==> config.mk <==
export PLATFORM = sky130hd
export DESIGN_NAME = rf_wb_arbiter
export DESIGN_NICKNAME = d
export VERILOG_FILES = /design/src/rtl/rf_pkg.sv /design/src/rtl/rf_wb_fifo.sv /design/src/rtl/rf_wb_arbiter.sv
export SDC_FILE = /design/constraint.sdc
export NUM_CORES = 1
export LEC_CHECK = 0
export CORE_MARGIN = 2
export CORE_UTILIZATION = 35
export CTS_CLUSTER_DIAMETER = 100
export DETAILED_ROUTE_END_ITERATION = 8
export HOLD_SLACK_MARGIN = 0.05
export PLACE_DENSITY_LB_ADDON = 0.2
export SLEW_MARGIN = 20
export SYNTH_ARGS = -nofsm -noshare
export SYNTH_HDL_FRONTEND = slang
export SYNTH_SLANG_ARGS = --single-unit
==> constraint.sdc <==
create_clock -name clk -period 2.73 [get_ports clk]
set_clock_uncertainty 0.1 [all_clocks]
set_input_delay 0.546 -clock clk [delete_from_list [all_inputs] [get_ports clk]]
set_output_delay 0.546 -clock clk [all_outputs]
set_load 0.02 [all_outputs]
==> src/rtl/rf_pkg.sv <==
// Shared types for the register-file writeback arbiter: address width,
// the buffered writeback request and the LSU buffer occupancy states.
package rf_pkg;

  localparam int REG_ADDR_W = 5;
  // Widest write-data path the request struct can carry; XLEN must not exceed it.
  localparam int WB_WD_MAX  = 64;

  typedef struct packed {
    logic [REG_ADDR_W-1:0] rd;
    logic [WB_WD_MAX-1:0]  wd;
  } wb_req_t;

  typedef enum logic [1:0] {
    OCC_EMPTY   = 2'd0,
    OCC_PARTIAL = 2'd1,
    OCC_FULL    = 2'd2
  } occ_state_t;

endpackage

==> src/rtl/rf_wb_fifo.sv <==
// In-order buffer for long-latency writeback results, with a registered
// occupancy count and EMPTY/PARTIAL/FULL state.
module rf_wb_fifo
  import rf_pkg::*;
#(
  parameter int DEPTH = 2,
  localparam int PTR_W = $clog2(DEPTH),
  localparam int CNT_W = $clog2(DEPTH + 1)
) (
  input  logic             clk,
  input  logic             reset,
  input  logic             push,
  input  wb_req_t          push_req,
  input  logic             pop,
  output wb_req_t          head_req,
  output logic [CNT_W-1:0] count,
  output occ_state_t       state
);

  wb_req_t          mem_q [DEPTH];
  logic [PTR_W-1:0] wr_ptr_q, wr_ptr_d;
  logic [PTR_W-1:0] rd_ptr_q, rd_ptr_d;
  logic [CNT_W-1:0] count_q, count_d;
  occ_state_t       state_q, state_d;

  // Pointers wrap at DEPTH, which need not be a power of two.
  function automatic logic [PTR_W-1:0] ptr_inc(input logic [PTR_W-1:0] p);
    return (p == PTR_W'(DEPTH - 1)) ? '0 : p + PTR_W'(1);
  endfunction

  always_comb begin
    wr_ptr_d = push ? ptr_inc(wr_ptr_q) : wr_ptr_q;
    rd_ptr_d = pop  ? ptr_inc(rd_ptr_q) : rd_ptr_q;
    count_d  = count_q;
    if (push && !pop) begin
      count_d = count_q + CNT_W'(1);
    end else if (pop && !push) begin
      count_d = count_q - CNT_W'(1);
    end
    if (count_d == '0) begin
      state_d = OCC_EMPTY;
    end else if (count_d == CNT_W'(DEPTH)) begin
      state_d = OCC_FULL;
    end else begin
      state_d = OCC_PARTIAL;
    end
  end

  always_ff @(posedge clk or negedge reset) begin
    if (!reset) begin
      wr_ptr_q <= '0;
      rd_ptr_q <= '0;
      count_q  <= '0;
      state_q  <= OCC_EMPTY;
    end else begin
      wr_ptr_q <= wr_ptr_d;
      rd_ptr_q <= rd_ptr_d;
      count_q  <= count_d;
      state_q  <= state_d;
    end
  end

  always_ff @(posedge clk) begin
    if (push) begin
      mem_q[wr_ptr_q] <= push_req;
    end
  end

  assign head_req = mem_q[rd_ptr_q];
  assign count    = count_q;
  assign state    = state_q;

endmodule

==> src/rtl/rf_wb_arbiter.sv <==
// Register-file write-port arbiter: ALU writebacks win unconditionally, LSU
// results queue in rf_wb_fifo. Optional x0 filtering via RF_WB_X0_FILTER_EN.
module rf_wb_arbiter
  import rf_pkg::*;
#(
  parameter int XLEN  = 32,
  parameter int DEPTH = 2
) (
  input  logic                  clk,
  input  logic                  reset,
  input  logic                  alu_we,
  input  logic [REG_ADDR_W-1:0] alu_rd,
  input  logic [XLEN-1:0]       alu_wd,
  input  logic                  lsu_valid,
  output logic                  lsu_ready,
  input  logic [REG_ADDR_W-1:0] lsu_rd,
  input  logic [XLEN-1:0]       lsu_wd,
  output logic                  we3,
  output logic [REG_ADDR_W-1:0] a3,
  output logic [XLEN-1:0]       wd3,
  output logic                  busy
);

  localparam int CNT_W = $clog2(DEPTH + 1);

  // Low until the first edge after reset release, so release is taken synchronously.
  logic                  run_q, run_d;
  logic                  we3_q, we3_d;
  logic [REG_ADDR_W-1:0] a3_q, a3_d;
  logic [XLEN-1:0]       wd3_q, wd3_d;

  wb_req_t          push_req;
  wb_req_t          head_req;
  logic [CNT_W-1:0] fifo_count;
  occ_state_t       occ_state;
  logic             alu_grant;
  logic             lsu_xfer;
  logic             push;
  logic             pop;
  logic             unused_head_hi;

  assign lsu_ready = run_q && (fifo_count < CNT_W'(DEPTH));
  assign lsu_xfer  = lsu_valid && lsu_ready;

`ifdef RF_WB_X0_FILTER_EN
  assign alu_grant = run_q && alu_we && (alu_rd != '0);
  assign push      = lsu_xfer && (lsu_rd != '0);
`else
  assign alu_grant = run_q && alu_we;
  assign push      = lsu_xfer;
`endif

  assign pop            = !alu_grant && (occ_state != OCC_EMPTY);
  assign busy           = (occ_state != OCC_EMPTY);
  assign unused_head_hi = ^head_req.wd;

  always_comb begin
    push_req                = '0;
    push_req.rd             = lsu_rd;
    push_req.wd[XLEN-1:0]   = lsu_wd;
  end

  always_comb begin
    run_d = 1'b1;
    we3_d = alu_grant || pop;
    a3_d  = a3_q;
    wd3_d = wd3_q;
    if (alu_grant) begin
      a3_d  = alu_rd;
      wd3_d = alu_wd;
    end else if (pop) begin
      a3_d  = head_req.rd;
      wd3_d = head_req.wd[XLEN-1:0];
    end
  end

  always_ff @(posedge clk or negedge reset) begin
    if (!reset) begin
      run_q <= 1'b0;
      we3_q <= 1'b0;
      a3_q  <= '0;
      wd3_q <= '0;
    end else begin
      run_q <= run_d;
      we3_q <= we3_d;
      a3_q  <= a3_d;
      wd3_q <= wd3_d;
    end
  end

  assign we3 = we3_q;
  assign a3  = a3_q;
  assign wd3 = wd3_q;

  rf_wb_fifo #(
    .DEPTH(DEPTH)
  ) u_fifo (
    .clk     (clk),
    .reset   (reset),
    .push    (push),
    .push_req(push_req),
    .pop     (pop),
    .head_req(head_req),
    .count   (fifo_count),
    .state   (occ_state)
  );

endmodule

-- Word level (Yosys, flattened, before mapping)
Memories as Yosys holds them, arrays and structs flattened.
Cells that the tools add are included.
- shift-type cells: 0
- bitwise logic cells: 0
- $mul: 0
- reduce and logical (&&, ||, !) cells: 13
- equality and inequality tests: 1
- $lt $le $gt $ge: 1
- $add $sub $neg: 4
- divide/modulo/power cells: 0
- mux-type cells: 12
- operators by type and width (kind ; count):
    32-bit 2-to-1 mux ; 2
    5-bit 2-to-1 mux ; 2
    2-bit 2-to-1 mux ; 4
    1-bit logical AND ; 6
    1-bit 2-to-1 mux ; 4
    2-bit nonzero test ; 2
    1-bit logical NOT ; 3
    1-bit adder, second input constant ; 2
    2-bit by 1-bit adder with 2-bit output, second input constant ; 1
    2-bit == test, second input constant ; 1
    2-bit logical NOT ; 1
    2-bit less-than comparator, second input constant ; 1
    2-bit by 1-bit subtractor with 2-bit output, second input constant ; 1
    1-bit logical OR ; 1
- bits in writable memories: 74
- output and inout bits: 40
- bits in read-only memories: 0
- bits in latches: 0
- memories: 1
- bits in registers: 45
- memories (memory ; words ; bits a word ; rd ports ; clocked after memory_dff ; wr ports ; line ; source):
    u_fifo.mem_q ; 2 ; 37 ; 1 ; 0 ; 1 ; rf_wb_fifo.sv:20 ; wb_req_t mem_q [DEPTH];

-- Depth between registers and ports, before layout
Gate-level depths: netlist of the first run.
- word-level depth: 10
- mapped depth: 7

-- By module
From an unflattened synthesis of the first run, not the netlist that was laid out.
- cell total of the unflattened synthesis: 469
- area, all modules: 7601.0 um^2
- by module, submodules not included (module ; cells each ; area an instance (um^2) ; sequential area each (um^2) ; times used):
    rf_wb_fifo ; 238 ; 5282.6 ; 4294.1 ; 1
    rf_wb_arbiter ; 231 ; 2318.5 ; 975.9 ; 1

-- Worst setup path before layout of the first run
No wires, ideal clock.
- path kind: register to register
- start: register run_q
- end: memory u_fifo.mem_q[0][0] (netlist name), enable pin
- period minus slack after synthesis: 3.082 ns
- arrival: 2.551 ns
- setup slack: -0.352 ns
- cell stages (with the launch flop): 4
- buffers on the path: 0
- path through: dfrtp_1 > nor2b_1 > nand2_1 > nor2_1
- word-level cells in the longest chain between the ends: 4
- ends and longest elaborated chain (what ; line ; source):
    from (decl) ; rf_wb_arbiter.sv:27 ; logic run_q, run_d;
    from (signal assigned) ; rf_wb_arbiter.sv:84 ; run_q <= run_d;
    1-bit logical AND ; rf_wb_arbiter.sv:42 ; assign lsu_ready = run_q && (fifo_count < CNT_W'(DEPTH));
    named net lsu_ready ; rf_wb_arbiter.sv:15 ; output logic lsu_ready,
    1-bit logical AND ; rf_wb_arbiter.sv:43 ; assign lsu_xfer = lsu_valid && lsu_ready;
    1-bit 2-to-1 mux ; rf_wb_fifo.sv:64 ; if (push) begin
    1-bit 2-to-1 mux (not written as such) ; rf_wb_fifo.sv:65 ; mem_q[wr_ptr_q] <= push_req;
    to (decl) ; rf_wb_fifo.sv:20 ;
The timed path passes the listed nets, and every way through them passes these cells.

-- Worst setup path after layout of the first run
- start: register u_fifo.state_q[0], in the netlist u_fifo.state[0]
- end: output busy
- word-level cells in the longest chain between the ends: 1
- ends and longest elaborated chain (what ; line ; source):
    from (decl) ; rf_wb_fifo.sv:24 ; occ_state_t state_q, state_d;
    from (signal assigned) ; rf_wb_fifo.sv:59 ; state_q <= state_d;
    2-bit nonzero test ; rf_wb_arbiter.sv:54 ; assign busy = (occ_state != OCC_EMPTY);
    to (decl) ; rf_wb_arbiter.sv:21 ; output logic busy
Every way passes these cells.

==> impl_metrics.csv, run 1 <==
group,metric,value,unit
yosys,synth_cells,353,
yosys,ys_warn_count,0,
yosys,seq_area_frac_synth,71.2,%
pwr,p_per_area,1060,nW/um^2
yosys,synth_top_cell_area_share,47.6,%
pwr,ir_drop,0.000465,V
yosys,synth_seq_cells,118,
floorplan,die_area,14300,um^2
critical_path,critPathLaunchType,"flip-flop",
drt,vias_per_cell,4.58,
yosys,yosysUniqueCellTypes,27,
drt,drtIter0Drc,110,
drt,dr.pass1.iters,4,
critical_path,worstReg2RegStart,"u_fifo.state[0]$_DFF_PN0_",
grt,grt_overflow_total,0,
floorplan,core-area,13100,um^2
cts,cts_tree,"built",
pwr,power_leakage,2.52,nW
sta,worst_pin_slew,730,ps
grt,use_met2,23.1,%
critical_path,cp_data_arrival_time,1720,ps
drt,wl,9720,um
grt,busiest_layer,"met2",
cts,cts_made_buffers,17,
grt,grt_pass1_vias,3077,
grt,met1_usage,17.3,%
cts,clock_latency,410,ps
sta,clock.fmax,0.422,GHz
layout,multiInputGateArea,1200,um^2
sta,relSlewSlack,51.3,%
critical_path,rr_endpoint,"wd3[26]$_DFFE_PN0P_",
sta,period_minus_slack,2370,ps
yosys,syn_nets,431,
pwr,total_power,7.00,mW
floorplan,die_h,119,um
place,dpl_cell_area,6020,um^2
sta,period_share,86.8,%
sta,finalMaxSlewViolations,0,
worst_hold_path,worstHoldEndpoint,"u_fifo.state[1]$_DFF_PN0_",
grt,grt_pass1_wl,15400,um
drt,num_vias,3052,
cts,clkSinkCount,118,
layout,fill_cells,1198,
layout,antennaDiodeCount,0,
drt,antenna_left,0,
layout,layout-drive-gt1-share,8.96,%
layout,final_cell_mix,"clkdlybuf4s50_1 (116), nand2_1 (81), edfxtp_1 (74), dfrtp_1 (43), o21ai_1 (39)",
critical_path,end_kind,"output pin",
floorplan,start_util,35.5,%
sta,rsz0062_at_grt,"false",
grt,antenna_found_initial,0,
yosys,synth_area,4670,um^2
cts,cts_max_path_buffers,2,
worst_hold_path,hold_depth,1,
worst_hold_path,hold_path_startpoint,"u_fifo.state[0]$_DFF_PN0_",
drt,drc,0,
layout,final-seq-area,3320,um^2
critical_path,required,2080,ps
layout,nets,556,
critical_path,r2r_slack,950,ps
cts,cts_root_buf,"clkbuf_16",
floorplan,io_pins,118,
drt,routedWlPerCell,14.6,um
sta,fin_tns_setup,0,ps
grt,track_usage,14.4,%
grt,grt_max_degree,77,
cts,cts.htree.levels,4,
yosys,syn_area_per_cell,13.2,um^2
sta,hold_slack,447,ps
yosys,synth_top_cells_by_area,"edfxtp_1 (48%), dfrtp_1 (24%), mux2i_1 (8.2%), nand2_1 (6.5%), o21ai_1 (4.2%)",
layout,area_delta_synth_final,41.1,%
floorplan,rows,42,
place,hpwl,6260,um
grt,use_met3,5.32,%
run,drv_cap,0,
floorplan,die_w,119,um
place,port_buffers,117,
cts,postCtsSetupRepairBufs,0,
yosys,synth_top_area_cell,"edfxtp_1",
sta,hold_viol,0,
sta,setup_violations,0,
cts,clk_pin_slew,50,ps
place,globalplace.congestion,0.712,
layout,layout_commonest_cell,"clkdlybuf4s50_1",
critical_path,reg2regPathDepth,5,
critical_path,critPathKind,"flip-flop to output pin",
outcome,status,"completed",
layout,final_area,6580,um^2
critical_path,crit_fanout,7,
worst_hold_path,min_path_type,"flip-flop to flip-flop",
-- kinds of logic after synthesis --
kind of cell / Yosys count / synth area share, %
flops: 118 / 71.2
simple gates: 90 / 7.80
compound gates: 81 / 9.01
mux: 38 / 8.15
buf+inv: 22 / 3.16
xor+xnor: 3 / 0.563
other cells: 1 / 0.0804
-- worst max path at each step --
| stage | from | endpoint | slack, ps | cells after the start |
|---|---|---|---|---|
| after floorplan | run_q$_DFF_PN0_ | u_fifo.mem_q[0][0]$_DFFE_PP_ | 250 | 3 |
| after global placement | alu_we | wd3[20]$_DFFE_PN0P_ | 700 | 4 |
| after detailed placement | alu_we | wd3[24]$_DFFE_PN0P_ | 650 | 4 |
| after CTS | u_fifo.state[0]$_DFF_PN0_ | busy | 330 | 2 |
| after global routing | run_q$_DFF_PN0_ | lsu_ready | 270 | 2 |
| final | u_fifo.state[0]$_DFF_PN0_ | busy | 360 | 2 |
-- critical path, stage by stage (launching register included) --
cell and delay (ps):
dfrtp_1 420, or2_2 340, clkdlybuf4s50_1 550
-- report_power, final --
part,internal (mW),leakage (nW),switching [mW]
Sequential,2.35,1.19,0.271
Clock,1.32,0.272,0.727
Combinational,1.10,1.06,1.23
Total,4.77,2.52,2.23
-- area by class of cell --
type | count | area share (%)
Multi-Input combinational cell | 213 | 18.3
Timing Repair Buffer | 127 | 19.5
Sequential cell | 118 | 50.5
Inverter | 1 | 0.0570
Clock inverter | 13 | 1.73
Tap cell | 176 | 3.35
Clock buffer | 19 | 6.58
-- sequential cells by signal, summed over array words and instances, names as in the netlist --
register         flops
u_fifo.rd_ptr_q      1
wd3                 32
u_fifo.mem_q        74
u_fifo.wr_ptr_q      1
u_fifo.state         2
u_fifo.count         1
a3                   5
we3                  1
run_q                1
-- cells in the mapped netlist (all sizes together) --
library cell	count
dfrtp	44
nand2b	1
o311ai	1
nor2b	2
xnor2	3
a31oi	1
conb	1
mux2i	38
or2	1
and3	2
clkbuf	10
o21a	1
and2	1
a21oi	2
inv	1
o21ai	75
o221ai	1
and4bb	1
nor2	1
nand2	81
edfxtp	74
buf	11
-- metal layers --
metal / wire length, um / share of wire, %
met5: 0 / 0
met4: 127 / 1.3
met3: 534 / 5.5
met2: 4840 / 50
met1: 4210 / 43
-- per-stage QoR --
step / instances / setup WS [ps] / utilization, %
floorplan: 353 / 247 / -
global placement: 634 / 701 / 45.9
detailed placement: 634 / 648 / 45.9
CTS: 667 / 331 / 50.1
global route: 667 / 270 / 50.1
finish: 667 / 361 / 50.1
-- timing repair --
action | 4_1_cts | 5_1_grt
resized for setup | 0 | 0
hold endpoints to repair | 18 | 0
hold buffers | 1 | 0
No activity file was read; power rests on OpenSTA's default activity.
==> run 2: changes to the inputs <==
--- a/constraint.sdc
+++ b/constraint.sdc
@@ -3,3 +3,3 @@
 set_input_delay 0.546 -clock clk [delete_from_list [all_inputs] [get_ports clk]]
 set_output_delay 0.546 -clock clk [all_outputs]
-set_load 0.02 [all_outputs]
+set_load 0.05 [all_outputs]
==> impl_metrics.csv, run 2 (synthesis gave the netlist of run 1 again) <==
group,metric,value,unit
outcome,status,"completed",
layout,final-seq-area,3320,um^2
layout,final_cell_mix,"clkdlybuf4s50_1 (115), nand2_1 (81), edfxtp_1 (74), dfrtp_1 (43), o21ai_1 (39)",
pwr,p_per_area,1170,nW/um^2
sta,clock.fmax,0.390,GHz
grt,track_usage,14.8,%
pwr,power_frac_comb,39.3,%
worst_hold_path,min_path_type,"flip-flop to flip-flop",
critical_path,cp_data_arrival_time,1920,ps
critical_path,crit_fanout,8,
pwr,switching_share,38.3,%
sta,relSlewSlack,57.6,%
cts,clock_latency,410,ps
cts,cts_max_path_buffers,2,
cts,clk_pin_slew,50,ps
grt,grt_pass1_wl,15600,um
layout,fill_cells,1166,
place,globalplace.congestion,0.711,
critical_path,max_stage_delay,840,ps
cts,cts.htree.levels,4,
layout,area_delta_synth_final,40.9,%
place,dp_cells,634,
pwr,pwr-share-seq,34.1,%
sta,period_share,94.0,%
pwr,p_clk_share,26.6,%
layout,final_cells,667,
drt,drtIter0Drc,173,
sta,rsz0062_at_grt,"false",
floorplan,start_util,35.5,%
critical_path,critPathKind,"flip-flop to output pin",
floorplan,die_area,14300,um^2
layout,layout_commonest_cell,"clkdlybuf4s50_1",
drt,routedWlPerCell,14.6,um
sta,finalMaxSlewViolations,0,
layout,largest_reg_flops,74,
grt,grt_max_degree,49,
floorplan,io_pins,118,
pwr,total_power,7.71,mW
cts,cts_tree,"built",
floorplan,rows,42,
critical_path,end_kind,"output pin",
floorplan,core-area,13100,um^2
critical_path,cpMaxStageDelayCell,"clkdlybuf4s50_1",
sta,fin_tns_setup,0,ps
pwr,ir_drop,0.000516,V
layout,multiInputGateArea,1200,um^2
pwr,p_sw,2.96,mW
floorplan,die_h,119,um
grt,antenna_found_initial,0,
cts,postCtsSetupRepairBufs,0,
sta,hold_viol,0,
grt,grt_pass1_vias,3071,
cts,clkSinkCount,118,
place,port_buffers,117,
layout,layout-drive-gt1-share,9.57,%
cts,cts_root_buf,"clkbuf_16",
run,drv_cap,0,
layout,nets,556,
drt,dr.pass1.iters,6,
pwr,p_int,4.76,mW
drt,num_vias,3038,
cts,cts_resized,0,
drt,antenna_left,0,
floorplan,die_w,119,um
sta,worst_pin_slew,635,ps
drt,wl,9770,um
critical_path,critPathLaunchType,"flip-flop",
critical_path,cp_cell_sequence,"nor2b_1 -> clkdlybuf4s50_1",
sta,hold_slack,451,ps
layout,antennaDiodeCount,0,
sta,setup_violations,0,
cts,cts_made_buffers,17,
grt,grt_overflow_total,0,
drt,drc,0,
place,hpwl,6460,um
critical_path,required,2080,ps
drt,vias_per_cell,4.55,
layout,largest-register,"u_fifo.mem_q",
pwr,power_leakage,2.51,nW
sta,period_minus_slack,2570,ps
run 2: cell types whose count changed in the layout (fill, tap and decap cells not counted), sizes merged:
| cell | change |
|---|---|
| clkinv | -5 |
| clkbuf | +4 |
| clkinvlp | +2 |
| buf | +1 |
| bufinv | -1 |
| clkdlybuf4s50 | -1 |
run 2: per-stage QoR:
step	setup slack (ps)	instance area, um^2	util [%]
2_1_floorplan	162	4670	-
6_report	163	6580	50.0
3_3_place_gp	602	6010	45.7
5_1_grt	53.1	6580	50.0
3_5_place_dp	585	6010	45.7
4_1_cts	130	6580	50.0
run 2: final timing paths:
kind | from | to | slack (ps) | cells past startpoint
hold reg to reg | u_fifo.wr_ptr_q$_DFFE_PN0N_ | u_fifo.wr_ptr_q$_DFFE_PN0N_ | 450 | 1
max in group asynchronous | reset | u_fifo.rd_ptr_q$_DFFE_PN0P_ | 1230 | 3
setup reg to reg | u_fifo.state[0]$_DFF_PN0_ | wd3[11]$_DFFE_PN0P_ | 910 | 5
min in group asynchronous | reset | wd3[12]$_DFFE_PN0P_ | 550 | 2
setup / recovery | run_q$_DFF_PN0_ | lsu_ready | 160 | 2
hold / removal | u_fifo.wr_ptr_q$_DFFE_PN0N_ | u_fifo.wr_ptr_q$_DFFE_PN0N_ | 450 | 1
run 2: power by group through the flow:
stage	combinational, mW	clock (mW)	sequential (mW)
3_3_place_gp	3.04	0	2.65
5_1_grt	3.26	2.19	2.69
2_1_floorplan	1.17	0	3.59
4_1_cts	3.07	2.11	2.64
6_report	3.03	2.06	2.63
3_5_place_dp	3.06	0	2.67
run 2: critical path: cells and delay by family (launching register included):
family        cells  cell delay [ps]
simple gates      1              230
buf+inv           1              840
flops             1              440
run 2: cell type report:
class                           instances  share of cell area (%)
Clock buffer                           23                    7.27
Clock inverter                          9                    1.18
Inverter                                1                  0.0571
Multi-Input combinational cell        213                    18.3
Sequential cell                       118                    50.6
Tap cell                              176                    3.35
Timing Repair Buffer                  127                    19.3
run 2: per-layer routing:
| layer | up-vias | GRT usage (%) | part of all wire (%) |
|---|---|---|---|
| met4 | 0 | 8.82 | 2.4 |
| met5 | - | 0 | 0 |
| met3 | 19 | 5.03 | 6.3 |
| met2 | 94 | 22.4 | 46 |
| met1 | 1412 | 18.2 | 45 |
| li1 | 1513 | - | - |
run 2: what timing repair did:
item | in CTS | in global routing
endpoints found under the setup margin | 0 | 0
hold endpoints to repair | 22 | 0
hold buffers | 1 | 0
